### src/rtl/vga_timing_align.sv
// Re-derives column/row from the raw sync stream, issues pixel requests and re-aligns
// sync, data enable and returned RGB. Optional border overlay: define VGA_BORDER_EN.
module vga_timing_align #(
  parameter int unsigned TOTAL_COLS      = 800,
  parameter int unsigned TOTAL_ROWS      = 525,
  parameter int unsigned ACTIVE_COLS     = 640,
  parameter int unsigned ACTIVE_ROWS     = 480,
  parameter int unsigned SYNC_PULSE_HORZ = 96,
  parameter int unsigned SYNC_PULSE_VERT = 2,
  parameter int unsigned BACK_PORCH_HORZ = 48,
  parameter int unsigned BACK_PORCH_VERT = 33,
  parameter int unsigned VIDEO_DELAY     = 2,
  parameter int unsigned COLOR_BITS      = 3
) (
  input  logic                  i_Clk,
  input  logic                  i_Rst,
  input  logic                  i_HSync,
  input  logic                  i_VSync,
  input  logic [COLOR_BITS-1:0] i_Red,
  input  logic [COLOR_BITS-1:0] i_Grn,
  input  logic [COLOR_BITS-1:0] i_Blu,
  output logic                  o_Req,
  output logic [9:0]            o_X,
  output logic [9:0]            o_Y,
  output logic                  o_Frame_Start,
  output logic                  o_Locked,
  output logic                  o_HSync,
  output logic                  o_VSync,
  output logic                  o_DE,
  output logic [COLOR_BITS-1:0] o_Red,
  output logic [COLOR_BITS-1:0] o_Grn,
  output logic [COLOR_BITS-1:0] o_Blu
);

  localparam int unsigned HStart   = SYNC_PULSE_HORZ + BACK_PORCH_HORZ;
  localparam int unsigned VStart   = SYNC_PULSE_VERT + BACK_PORCH_VERT;
  localparam int unsigned SyncLen  = VIDEO_DELAY + 2;

  localparam logic [9:0] ColLast   = 10'(TOTAL_COLS - 1);
  localparam logic [9:0] RowLast   = 10'(TOTAL_ROWS - 1);
  localparam logic [9:0] HStartC   = 10'(HStart);
  localparam logic [9:0] HEndC     = 10'(HStart + ACTIVE_COLS);
  localparam logic [9:0] VStartC   = 10'(VStart);
  localparam logic [9:0] VEndC     = 10'(VStart + ACTIVE_ROWS);

  // ---------------------------------------------------------------------------
  // Frame detect and position counters
  // ---------------------------------------------------------------------------
  logic       vsync_prev_d, vsync_prev_q;
  logic       frame_start;
  logic [9:0] col_d, col_q;
  logic [9:0] row_d, row_q;
  logic       locked_d, locked_q;
  logic       fs_d, fs_q;

  always_comb begin
    vsync_prev_d = i_VSync;
    frame_start  = ~i_VSync & vsync_prev_q;
    fs_d         = frame_start;
    locked_d     = locked_q | frame_start;
    col_d        = col_q + 10'd1;
    row_d        = row_q;
    if (frame_start) begin
      // A falling VSync edge always wins, wherever the counters happen to be.
      col_d = '0;
      row_d = '0;
    end else if (col_q == ColLast) begin
      col_d = '0;
      row_d = (row_q == RowLast) ? 10'd0 : row_q + 10'd1;
    end
  end

  always_ff @(posedge i_Clk or posedge i_Rst) begin
    if (i_Rst) begin
      vsync_prev_q <= 1'b1;
      col_q        <= '0;
      row_q        <= '0;
      locked_q     <= 1'b0;
      fs_q         <= 1'b0;
    end else begin
      vsync_prev_q <= vsync_prev_d;
      col_q        <= col_d;
      row_q        <= row_d;
      locked_q     <= locked_d;
      fs_q         <= fs_d;
    end
  end

  // ---------------------------------------------------------------------------
  // Pixel request, registered alongside the counters so it tracks col_q/row_q
  // ---------------------------------------------------------------------------
  logic       h_active, v_active;
  logic       req_d, req_q;
  logic [9:0] x_d, x_q;
  logic [9:0] y_d, y_q;

  always_comb begin
    h_active = (col_d >= HStartC) && (col_d < HEndC);
    v_active = (row_d >= VStartC) && (row_d < VEndC);
    req_d    = locked_d & h_active & v_active;
    x_d      = '0;
    y_d      = '0;
    if (req_d) begin
      x_d = col_d - HStartC;
      y_d = row_d - VStartC;
    end
  end

  always_ff @(posedge i_Clk or posedge i_Rst) begin
    if (i_Rst) begin
      req_q <= 1'b0;
      x_q   <= '0;
      y_q   <= '0;
    end else begin
      req_q <= req_d;
      x_q   <= x_d;
      y_q   <= y_d;
    end
  end

`ifdef VGA_BORDER_EN
  localparam logic [9:0] XLast = 10'(ACTIVE_COLS - 1);
  localparam logic [9:0] YLast = 10'(ACTIVE_ROWS - 1);

  logic                   border_d, border_q;
  logic [VIDEO_DELAY-1:0] border_pipe_d, border_pipe_q;

  always_comb begin
    border_d = req_d && ((x_d == 10'd0) || (x_d == XLast) ||
                         (y_d == 10'd0) || (y_d == YLast));
    border_pipe_d[0] = border_q;
    for (int i = 1; i < int'(VIDEO_DELAY); i++) begin
      border_pipe_d[i] = border_pipe_q[i-1];
    end
  end

  always_ff @(posedge i_Clk or posedge i_Rst) begin
    if (i_Rst) begin
      border_q      <= 1'b0;
      border_pipe_q <= '0;
    end else begin
      border_q      <= border_d;
      border_pipe_q <= border_pipe_d;
    end
  end
`endif

  // ---------------------------------------------------------------------------
  // Alignment: request delayed to meet returning pixel data, syncs delayed to match
  // ---------------------------------------------------------------------------
  logic [VIDEO_DELAY-1:0] req_pipe_d, req_pipe_q;
  logic                   pix_valid;
  logic                   de_d, de_q;
  logic [COLOR_BITS-1:0]  red_d, red_q;
  logic [COLOR_BITS-1:0]  grn_d, grn_q;
  logic [COLOR_BITS-1:0]  blu_d, blu_q;
  logic [SyncLen-1:0]     hs_pipe_d, hs_pipe_q;
  logic [SyncLen-1:0]     vs_pipe_d, vs_pipe_q;

  always_comb begin
    req_pipe_d[0] = req_q;
    for (int i = 1; i < int'(VIDEO_DELAY); i++) begin
      req_pipe_d[i] = req_pipe_q[i-1];
    end
    pix_valid = req_pipe_q[VIDEO_DELAY-1];
    de_d      = pix_valid;
    red_d     = '0;
    grn_d     = '0;
    blu_d     = '0;
    if (pix_valid) begin
      red_d = i_Red;
      grn_d = i_Grn;
      blu_d = i_Blu;
`ifdef VGA_BORDER_EN
      if (border_pipe_q[VIDEO_DELAY-1]) begin
        red_d = '1;
        grn_d = '1;
        blu_d = '1;
      end
`endif
    end
  end

  always_comb begin
    hs_pipe_d[0] = i_HSync;
    vs_pipe_d[0] = i_VSync;
    for (int i = 1; i < int'(SyncLen); i++) begin
      hs_pipe_d[i] = hs_pipe_q[i-1];
      vs_pipe_d[i] = vs_pipe_q[i-1];
    end
  end

  always_ff @(posedge i_Clk or posedge i_Rst) begin
    if (i_Rst) begin
      req_pipe_q <= '0;
      de_q       <= 1'b0;
      red_q      <= '0;
      grn_q      <= '0;
      blu_q      <= '0;
      hs_pipe_q  <= '1;
      vs_pipe_q  <= '1;
    end else begin
      req_pipe_q <= req_pipe_d;
      de_q       <= de_d;
      red_q      <= red_d;
      grn_q      <= grn_d;
      blu_q      <= blu_d;
      hs_pipe_q  <= hs_pipe_d;
      vs_pipe_q  <= vs_pipe_d;
    end
  end

  assign o_Req         = req_q;
  assign o_X           = x_q;
  assign o_Y           = y_q;
  assign o_Frame_Start = fs_q;
  assign o_Locked      = locked_q;
  assign o_HSync       = hs_pipe_q[SyncLen-1];
  assign o_VSync       = vs_pipe_q[SyncLen-1];
  assign o_DE          = de_q;
  assign o_Red         = red_q;
  assign o_Grn         = grn_q;
  assign o_Blu         = blu_q;

endmodule

### config.mk
export PLATFORM = sky130hd
export DESIGN_NAME = vga_timing_align
export DESIGN_NICKNAME = d
export VERILOG_FILES = /design/src/rtl/vga_timing_align.sv
export SDC_FILE = /design/constraint.sdc
export NUM_CORES = 1
export LEC_CHECK = 0
export ABC_CLOCK_PERIOD_IN_PS = 3390
export BUFFER_PORTS_ARGS = -buffer_cell sky130_fd_sc_hd__buf_2
export CAP_MARGIN = 25
export CORE_ASPECT_RATIO = 2
export CORE_MARGIN = 2
export CORE_UTILIZATION = 30
export CTS_CLUSTER_DIAMETER = 40
export DETAILED_ROUTE_END_ITERATION = 8
export GPL_TIMING_DRIVEN = 0
export SLEW_MARGIN = 40
export SYNTH_ARGS = -nofsm -noshare
export SYNTH_HDL_FRONTEND = slang
export SYNTH_SLANG_ARGS = --single-unit
### constraint.sdc
create_clock -name i_Clk -period 3.39 [get_ports i_Clk]
set_clock_uncertainty 0.1 [all_clocks]
set_input_delay 0.1695 -clock i_Clk [delete_from_list [all_inputs] [get_ports i_Clk]]
set_output_delay 0.1695 -clock i_Clk [all_outputs]
set_load 0.005 [all_outputs]
==> flow_summary_export.csv, run 1 <==
group,metric,value,unit
status,status,"complete, no violations",
finish,antenna_cells,0,
routing,wl_per_cell,14.8,um
finish,final_cell_mix,"54 x dfrtp_1, 49 x buf_2, 30 x nor2_1, 16 x buf_4, 15 x inv_1",
global_routing,grt_pass1_wl,10.8,mm
routing,drt_iter0_drc,115,
die,initial_core_util,30.6,%
die,pin_count,48,
routing,vias,2165,
logic_synthesis,synth_area,0.00283,mm2
cts,clock-sinks,63,
global_routing,top_usage_layer,"met2",
finish,fill_cells,898,
finish,drive_gt1_share,34.7,%
finish,fin_area,0.00386,mm2
worst_setup_path,r2r_cells,10,
cts,cts_tree,"yes",
cts,clock_path_buffers,2,
routing,firstDrtPassIters,4,
worst_setup_path,worst_setup_path_end_kind,"flip-flop",
place,portBuffers,47,
pwr,swShare,23.0,%
cts,cts.reportedPaths.clkPinSlew,0.05,ns
finish,regArea,0.00159,mm2
logic_synthesis,syn_nets,273,
global_routing,overflow,0,
die,rows,50,
pwr,seqPwrFrac,42.7,%
logic_synthesis,synth_cell_type_count,51,
timing,worst_pin_slew,0.639,ns
place,dp_cells,406,
timing,slew_headroom,57.0,%
global_routing,met2_usage,23.7,%
logic_synthesis,synth-seq-cells,63,
worst_setup_path,reg2reg_to,"o_X[8]",
finish,nets,360,
place,globalplace.congestion,0.838,
global_routing,first_global_vias,2210,
worst_setup_path,reg2reg_slack,0.07,ns
routing,post-route-drc-count,0,
place,place_hpwl,4.44,mm
timing,fin_crit,3.32,ns
worst_setup_path,cp_max_fo,6,
finish,fin_cells,450,
die,die_area,0.0103,mm2
pwr,powerDensity,481,mW/mm2
pwr,p_switching,0.426,mW
worst_setup_path,cp-start-kind,"flip-flop",
worst_setup_path,path_class,"reg2reg",
die,die_w,72.7,um
cts,cts_root_buf,"clkbuf_16",
global_routing,use_met3,3.34,%
logic_synthesis,yosysWarnings,0,
routing,postRouteAntennaNets,0,
global_routing,antenna_found_initial,0,
pwr,finalPower,1.85,mW
logic_synthesis,avgSynthCellArea,11.1,um2
timing,fin_crit_sh,98.0,%
worst_setup_path,cp.required,3.51,ns
logic_synthesis,ys.flop_type,"dfrtp_1",
timing,hold_viol,0,
finish,multi_input_area,0.00121,mm2
cts,htree_levels,3,
pwr,ir_drop,0.264,mV
routing,routed_via_density,4.81,
pwr,combPwrFrac,10.2,%
timing,drv_slew,0,
die,core-area,0.00926,mm2
global_routing,grt_use_met1,14.5,%
finish,syn_to_final_growth,36.2,%
timing,finalSetupViolations,0,
global_routing,grt_usage,14.0,%
job,cap_violations,0,
logic_synthesis,synthCells,254,
die,dieHeight,141,um
pwr,p_leak,1.86,nW
pwr,clkPwrFrac,47.2,%
routing,drt_wl_total,6.65,mm
logic_synthesis,synth_edf_count,0,
timing,max_freq,0.301,GHz
place,place_area,0.00322,mm2
logic_synthesis,async_reset_ff_share,100,%
pwr,internal_power,1.43,mW
worst_hold_path,hold_class,"in2async",
finish,layout_commonest_cell,"dfrtp_1",
logic_synthesis,yosysSeqAreaShare,56.0,%
worst_setup_path,r2r-start,"col_q[7]",
global_routing,grt_max_degree,41,
worst_setup_path,cp_data_arrival_time,3.45,ns
cts,clock_latency,0.33,ns
cts,cts_buffers,9,
[Yosys cell counts, types with 6 or more instances]
| master | instances | share of area, % |
|---|---|---|
| nand2_1 | 11 | 1.5 |
| nor2_1 | 30 | 4.0 |
| dfstp_2 | 8 | 7.4 |
| nor3_1 | 6 | 1.1 |
| a21oi_1 | 6 | 1.1 |
| nand3_1 | 10 | 1.8 |
| dfrtp_1 | 55 | 49 |
| ha_1 | 6 | 2.7 |
| inv_1 | 16 | 2.1 |
| xor2_1 | 9 | 2.8 |
| and2_1 | 10 | 2.2 |
| xnor2_1 | 14 | 4.3 |
[worst max-delay path by stage]
| stage | from | to | slack (ns) |
|---|---|---|---|
| 6_report | col_q[7] | o_X[8] | 0.07 |
| 3_5_place_dp | col_q[0] | o_Y[3] | -0.72 |
| 4_1_cts | col_q[5] | o_X[8] | 0.02 |
| 3_3_place_gp | col_q[0] | o_X[4] | -0.67 |
| 2_1_floorplan | col_q[0] | o_X[4] | 0.02 |
| 5_1_grt | col_q[7] | o_X[8] | -0.03 |
[registers in the layout, summed over array words and instances (netlist names)]
| name | flops |
|---|---|
| hs_pipe_q | 4 |
| o_Grn | 3 |
| req_pipe_q | 2 |
| o_Frame_Start | 1 |
| o_Red | 3 |
| o_Blu | 3 |
| o_Y | 10 |
| col_q | 10 |
| vs_pipe_q | 4 |
| row_q | 10 |
| o_Req | 1 |
| o_Locked | 1 |
| o_DE | 1 |
| o_X | 10 |
[repair_timing]
| item | in CTS | in global routing |
|---|---|---|
| pin swaps | 3 | 10 |
| endpoints found under the hold margin | 34 | 0 |
| hold buffers | 12 | 0 |
| resized for setup | 16 | 10 |
| setup endpoints to repair | 21 | 21 |
| setup buffers | 6 | 9 |
| cloned | 1 | 1 |
[metrics by stage]
stage	hold WS [ns]	setup TNS, ns	utilization, %	setup slack, ns
2_1_floorplan	0.0740	0	-	0.0164
3_5_place_dp	0.0554	-14.41	34.8	-0.724
5_1_grt	0.255	-0.0342	41.6	-0.0342
3_3_place_gp	0.174	-13.50	34.5	-0.674
6_report	0.250	0	41.6	0.0692
4_1_cts	0.249	0	40.6	0.0176
[critical path, stage by stage (launching register included)]
cell       delay [ns]
dfrtp_1          0.41
or3_4            0.43
buf_4            0.15
nor4_2           0.47
mux2i_1          0.42
a211oi_4         0.13
or2_1            0.26
a21boi_1         0.24
o2111ai_4        0.20
buf_4            0.19
a311oi_2         0.20
[power groups by stage]
stage | combinational, mW | clock [mW] | sequential (mW)
global placement | 0.134 | 0 | 0.803
detailed placement | 0.140 | 0 | 0.803
floorplan | 0.106 | 0 | 0.801
CTS | 0.181 | 0.899 | 0.790
global route | 0.210 | 0.940 | 0.793
finish | 0.188 | 0.875 | 0.791
[kinds of logic (layout without fill, tap and decap cells)]
logic type                 Yosys count  in the layout  synth area share [%]
DFF                                 63             63                  56.0
AOI/OAI and AO/OA                   36             36                  9.41
adders and majority gates            6              6                  2.65
muxes                                1              1                 0.354
xor gates and xnor gates            23             23                  7.11
buffers and inverters               25            117                  3.89
and+or+nand+nor                    100            100                  20.5
[metal layers]
layer	vias up	routed length, um
met1	1036	2350
met3	30	285
li1	1039	-
met4	0	415
met2	60	3600
met5	-	0
[layout make-up]
type / instances / area share (%)
sequential: 63 / 41.2
multi-input combinational: 166 / 31.4
timing repair buffer: 77 / 13.2
clock buffer: 12 / 6.13
tap: 104 / 3.37
inverter: 17 / 1.72
buffer: 7 / 1.69
clock inverter: 4 / 1.23
No activity file was read; power rests on OpenSTA's default activity.
==> run 2, diff against run 1 <==
Settings changed: CTS_BUF_LIST set to sky130_fd_sc_hd__clkbuf_2.
==> run 2 against run 1 <==
Effect of this change:
- worst hold slack got worse by 0.21 ns
- critical path type unchanged
- largest power group is now sequential cells
- global-route usage barely moved
- combinational power barely moved
==> flow_summary_export.csv, run 2 (synthesized netlist as in run 1, its figures left out) <==
group,metric,value,unit
status,status,"complete, no violations",
routing,post-route-drc-count,0,
die,die_area,0.0103,mm2
timing,drv_slew,0,
timing,fin_crit,3.29,ns
worst_setup_path,cp-start-kind,"flip-flop",
routing,drt_wl_total,6.58,mm
timing,hold_ws,0.0416,ns
die,initial_core_util,30.6,%
cts,htree_levels,3,
cts,cts.reportedPaths.clkPinSlew,0.18,ns
routing,postRouteAntennaNets,0,
cts,cts_tree,"yes",
timing,slew_headroom,61.2,%
worst_setup_path,cp.required,3.70,ns
finish,fill_cells,924,
timing,finalSetupViolations,0,
pwr,ir_drop,0.215,mV
place,globalplace.congestion,0.838,
place,place_area,0.00322,mm2
routing,drt_iter0_drc,160,
pwr,seqPwrFrac,55.8,%
finish,multi_input_area,0.00122,mm2
pwr,powerDensity,381,mW/mm2
finish,layout_commonest_cell,"dfrtp_1",
pwr,p_leak,1.81,nW
timing,fin_crit_sh,97.0,%
finish,nets,364,
pwr,combPwrFrac,13.3,%
cts,clock_latency,0.51,ns
cts,clock-sinks,63,
global_routing,first_global_vias,2193,
worst_setup_path,cp_data_arrival_time,3.60,ns
job,cap_violations,0,
timing,hold_viol,0,
pwr,clkPwrFrac,30.9,%
global_routing,overflow,0,
finish,final_cell_mix,"54 x dfrtp_1, 49 x buf_2, 30 x nor2_1, 18 x buf_4, 15 x inv_1",
place,portBuffers,47,
worst_setup_path,cp_max_fo,6,
global_routing,grt_usage,14.0,%
pwr,internal_power,1.04,mW
pwr,swShare,26.7,%
timing,setup_tns,0,ns
cts,clock_path_buffers,2,
cts,cts_buffers,9,
finish,fin_area,0.00372,mm2
global_routing,grt_pass1_wl,10.7,mm
finish,syn_to_final_growth,31.4,%
worst_setup_path,worst_setup_path_end_kind,"flip-flop",
finish,regArea,0.00159,mm2
global_routing,grt_max_degree,41,
timing,max_freq,0.304,GHz
worst_setup_path,path_class,"reg2reg",
finish,drive_gt1_share,36.0,%
timing,worst_slack,0.102,ns
place,place_hpwl,4.44,mm
worst_setup_path,r2r_cells,14,
die,dieHeight,141,um
routing,vias,2173,
global_routing,antenna_found_initial,1,
pwr,p_switching,0.378,mW
routing,wl_per_cell,14.5,um
routing,firstDrtPassIters,5,
timing,worst_pin_slew,0.582,ns
die,pin_count,48,
worst_hold_path,hold_class,"in2async",
die,rows,50,
place,preCtsSetupSlack,-0.724,ns
cts,cts_root_buf,"clkbuf_2",
die,core-area,0.00926,mm2
routing,routed_via_density,4.78,
die,die_w,72.7,um
run 2: timing repair:
item / CTS / global route
hold buffers: 12 / 0
cloned: 2 / 0
gates resized for setup: 17 / 10
pin swaps: 3 / 9
hold endpoints to repair: 74 / 0
buffers inserted: 7 / 11
endpoints found under the setup margin: 21 / 21
run 2: cell type report:
| class | instances | area share [%] |
|---|---|---|
| inverter | 17 | 1.78 |
| tap | 104 | 3.50 |
| sequential | 63 | 42.7 |
| timing repair buffer | 80 | 14.4 |
| clock inverter | 4 | 1.28 |
| multi-input combinational | 166 | 32.8 |
| buffer | 8 | 1.85 |
| clock buffer | 12 | 1.61 |
| antenna | 1 | 0.0672 |
run 2: routing by layer:
| layer | GRT usage [%] | routed length, um | share of wire, % |
|---|---|---|---|
| met5 | 0 | 0 | 0 |
| met4 | 10.3 | 270 | 4.1 |
| met3 | 3.34 | 228 | 3.5 |
| met2 | 23.4 | 3700 | 56 |
| met1 | 14.7 | 2380 | 36 |
run 2: power by group through the flow:
stage	combinational (mW)	clock, mW	sequential [mW]
after floorplan	0.106	0	0.801
after global placement	0.134	0	0.803
after detailed placement	0.140	0	0.803
after CTS	0.181	0.459	0.788
after global routing	0.210	0.497	0.793
final	0.189	0.438	0.790
run 2: per-stage QoR:
stage	power [mW]	std cells	util, %
final	1.42	455	40.2
after global routing	1.50	455	40.2
after CTS	1.43	443	38.8
after detailed placement	0.943	406	34.8
after global placement	0.937	405	34.5
after floorplan	0.908	254	-
run 2: critical path: stages (launching register included):
cell	delay, ns
dfrtp_1	0.42
or3_4	0.44
or3_1	0.32
buf_4	0.18
o21ai_4	0.13
clkbuf_8	0.15
nor2_1	0.07
ha_2	0.22
a211oi_4	0.28
or2_1	0.17
a21boi_1	0.10
o2111ai_4	0.32
buf_6	0.15
buf_6	0.11
nor2_1	0.04
run 2: final timing paths:
path / start / to / slack, ns
setup / recovery: col_q[5] / o_X[4] / 0.10
hold / removal: i_Rst / col_q[2] / 0.04
setup reg to reg: col_q[5] / o_X[4] / 0.10
hold reg to reg: hs_pipe_q[2] / hs_pipe_q[3] / 0.27
max in group asynchronous: i_Rst / o_Y[6] / 2.62
min in group i_Clk: i_HSync / hs_pipe_q[0] / 0.20
==> run 3, diff against run 2 <==
Settings changed: ABC_CLOCK_PERIOD_IN_PS 3390 to 2900, SETUP_SLACK_MARGIN set to 0.1.
Clock period 3.39 ns to 2.9 ns, I/O delays scaled along.
==> run 3 against run 2 <==
Effect of this change:
- the run now ends with setup timing left
- flip-flop and latch count unchanged
- combinational power increased by 22%
- worst hold slack improved by 0.0027 ns
- global-route usage increased by 1.2 points
- setup slack got worse by 0.30 ns
- first-iteration DRC count decreased by 28%
- sequential power increased by 17%
- clock power increased by 83%
- via count increased by 4.2%
- design area increased by 5.2%
- total power increased by 38%
- core utilization increased by 2.1 points
- critical path type unchanged
- largest cell class unchanged
==> flow_summary_export.csv, run 3 (synthesized netlist as in run 1, its figures left out) <==
group,metric,value,unit
timing,worst_pin_slew,0.629,ns
place,place_area,0.00329,mm2
global_routing,grt_pass1_wl,11.4,mm
place,portBuffers,47,
worst_setup_path,r2r-start,"col_q[6]",
job,cap_violations,0,
routing,firstDrtPassIters,4,
global_routing,grt_max_degree,38,
finish,drive_gt1_share,41.1,%
cts,clock-sinks,63,
finish,syn_to_final_growth,38.3,%
status,violations,"setup timing",
worst_setup_path,cp.required,3.21,ns
place,preCtsSetupSlack,-0.440,ns
cts,cts_buffers,9,
cts,htree_levels,3,
timing,drv_slew,0,
routing,drt_iter0_drc,116,
timing,worst_slack,-0.195,ns
finish,fin_area,0.00392,mm2
cts,cts.reportedPaths.clkPinSlew,0.21,ns
die,rows,50,
worst_setup_path,path_class,"reg2reg",
die,pin_count,48,
timing,fin_crit_sh,107,%
worst_setup_path,r2r_cells,13,
routing,wl_per_cell,15.9,um
cts,clock_latency,0.53,ns
timing,max_freq,0.323,GHz
worst_setup_path,worst_setup_path_end_kind,"flip-flop",
pwr,powerDensity,499,mW/mm2
finish,nets,369,
cts,cts_tree,"yes",
die,core-area,0.00926,mm2
routing,drt_wl_total,7.30,mm
timing,setup_tns,-3.66,ns
cts,cts_root_buf,"clkbuf_2",
worst_setup_path,reg2reg_slack,-0.19,ns
routing,vias,2265,
worst_setup_path,cp_common_cell,"buf_6",
pwr,ir_drop,0.269,mV
worst_setup_path,max_stage_delay,0.42,ns
worst_setup_path,cp_max_fo,5,
global_routing,overflow,0,
worst_setup_path,cp_data_arrival_time,3.41,ns
finish,layout_commonest_cell,"dfrtp_1",
die,initial_core_util,30.6,%
global_routing,grt_usage,15.2,%
timing,fin_crit,3.09,ns
global_routing,first_global_vias,2328,
routing,postRouteAntennaNets,0,
die,die_area,0.0103,mm2
timing,rsz0062_at_grt,"true",
timing,slew_headroom,57.8,%
place,globalplace.congestion,0.858,
cts,clock_path_buffers,2,
timing,hold_viol,0,
die,dieHeight,141,um
worst_setup_path,reg2reg_to,"o_Y[5]",
global_routing,antenna_found_initial,1,
worst_hold_path,hold_class,"in2async",
timing,finalSetupViolations,21,
worst_setup_path,path_cells,"or3_4, or3_1, buf_6, o21ai_4, buf_8, nor2_4, ha_4, a211oi_4, or2_1, a21boi_2, o2111ai_4, buf_6, nor2_2",
routing,routed_via_density,4.92,
status,status,"finished, violations left",
worst_setup_path,endpoint,"o_Y[5]",
worst_setup_path,crit_start,"col_q[6]",
finish,final_cell_mix,"54 x dfrtp_1, 49 x buf_2, 23 x buf_4, 19 x nor2_1, 15 x inv_1",
pwr,p_leak,1.88,nW
routing,post-route-drc-count,0,
worst_setup_path,slowest_stage,"dfrtp_1",
die,die_w,72.7,um
place,place_hpwl,5.06,mm
worst_setup_path,cp-start-kind,"flip-flop",
[run 3: power by group]
| group | internal (mW) | leakage [nW] | switching (mW) |
|---|---|---|---|
| Sequential | 0.909 | 0.840 | 0.0127 |
| Combinational | 0.102 | 0.937 | 0.128 |
| Clock | 0.463 | 0.106 | 0.339 |
| Total | 1.47 | 1.88 | 0.480 |
[run 3: repair_timing]
item	CTS	global route
endpoints found under the hold margin	74	0
endpoints found under the setup margin	21	21
pin swaps	10	12
hold buffers	12	0
gates resized for setup	21	12
buffers inserted	17	6
gates cloned	2	0
[run 3: layout make-up]
class	instances	area [um2]
diodes	1	2.50
plain buffers	8	75.1
clock buffers	9	45.0
clock inverters	7	144
fillers	921	5340
inverters	17	66.3
multi-input cells	166	1290
flip-flops and latches	63	1590
well taps	104	130
repair buffers	85	571
[run 3: how the worst min path moves through the flow]
| stage | slack, ns | start | end |
|---|---|---|---|
| after floorplan | 0.05 | i_HSync | hs_pipe_q[0] |
| after global placement | 0.15 | i_HSync | hs_pipe_q[0] |
| after detailed placement | 0.11 | i_Rst | o_Red[0] |
| after CTS | 0.03 | i_Rst | o_Red[0] |
| after global routing | 0.04 | i_Rst | o_Red[0] |
| final | 0.04 | i_Rst | o_Red[0] |
[run 3: metrics by stage]
| step | hold WS, ns | cells | utilization (%) | power (mW) |
|---|---|---|---|---|
| after global placement | 0.150 | 405 | 35.3 | 1.12 |
| after floorplan | 0.0495 | 254 | - | 1.08 |
| after CTS | 0.0252 | 453 | 41.3 | 1.97 |
| final | 0.0444 | 460 | 42.3 | 1.95 |
| after global routing | 0.0394 | 460 | 42.3 | 2.04 |
| after detailed placement | 0.111 | 406 | 35.6 | 1.13 |
[run 3: routing by layer]
metal / vias up / wire, um / GRT usage (%) / share of wire [%]
li1: 1057 / - / - / -
met1: 1132 / 2370 / 13.4 / 33
met2: 50 / 4310 / 28.1 / 59
met3: 26 / 200 / 3.55 / 2.7
met4: 0 / 412 / 11.4 / 5.6
met5: - / 0 / 0 / 0
[run 3: worst max-delay path, delay by kind of cell (launching register included)]
kind | cells | cell delay [ns]
and+or+nand+nor | 5 | 1.03
buffers and inverters | 3 | 0.48
AOI/OAI and AO/OA | 4 | 0.79
adders and majority gates | 1 | 0.17
DFF | 1 | 0.42
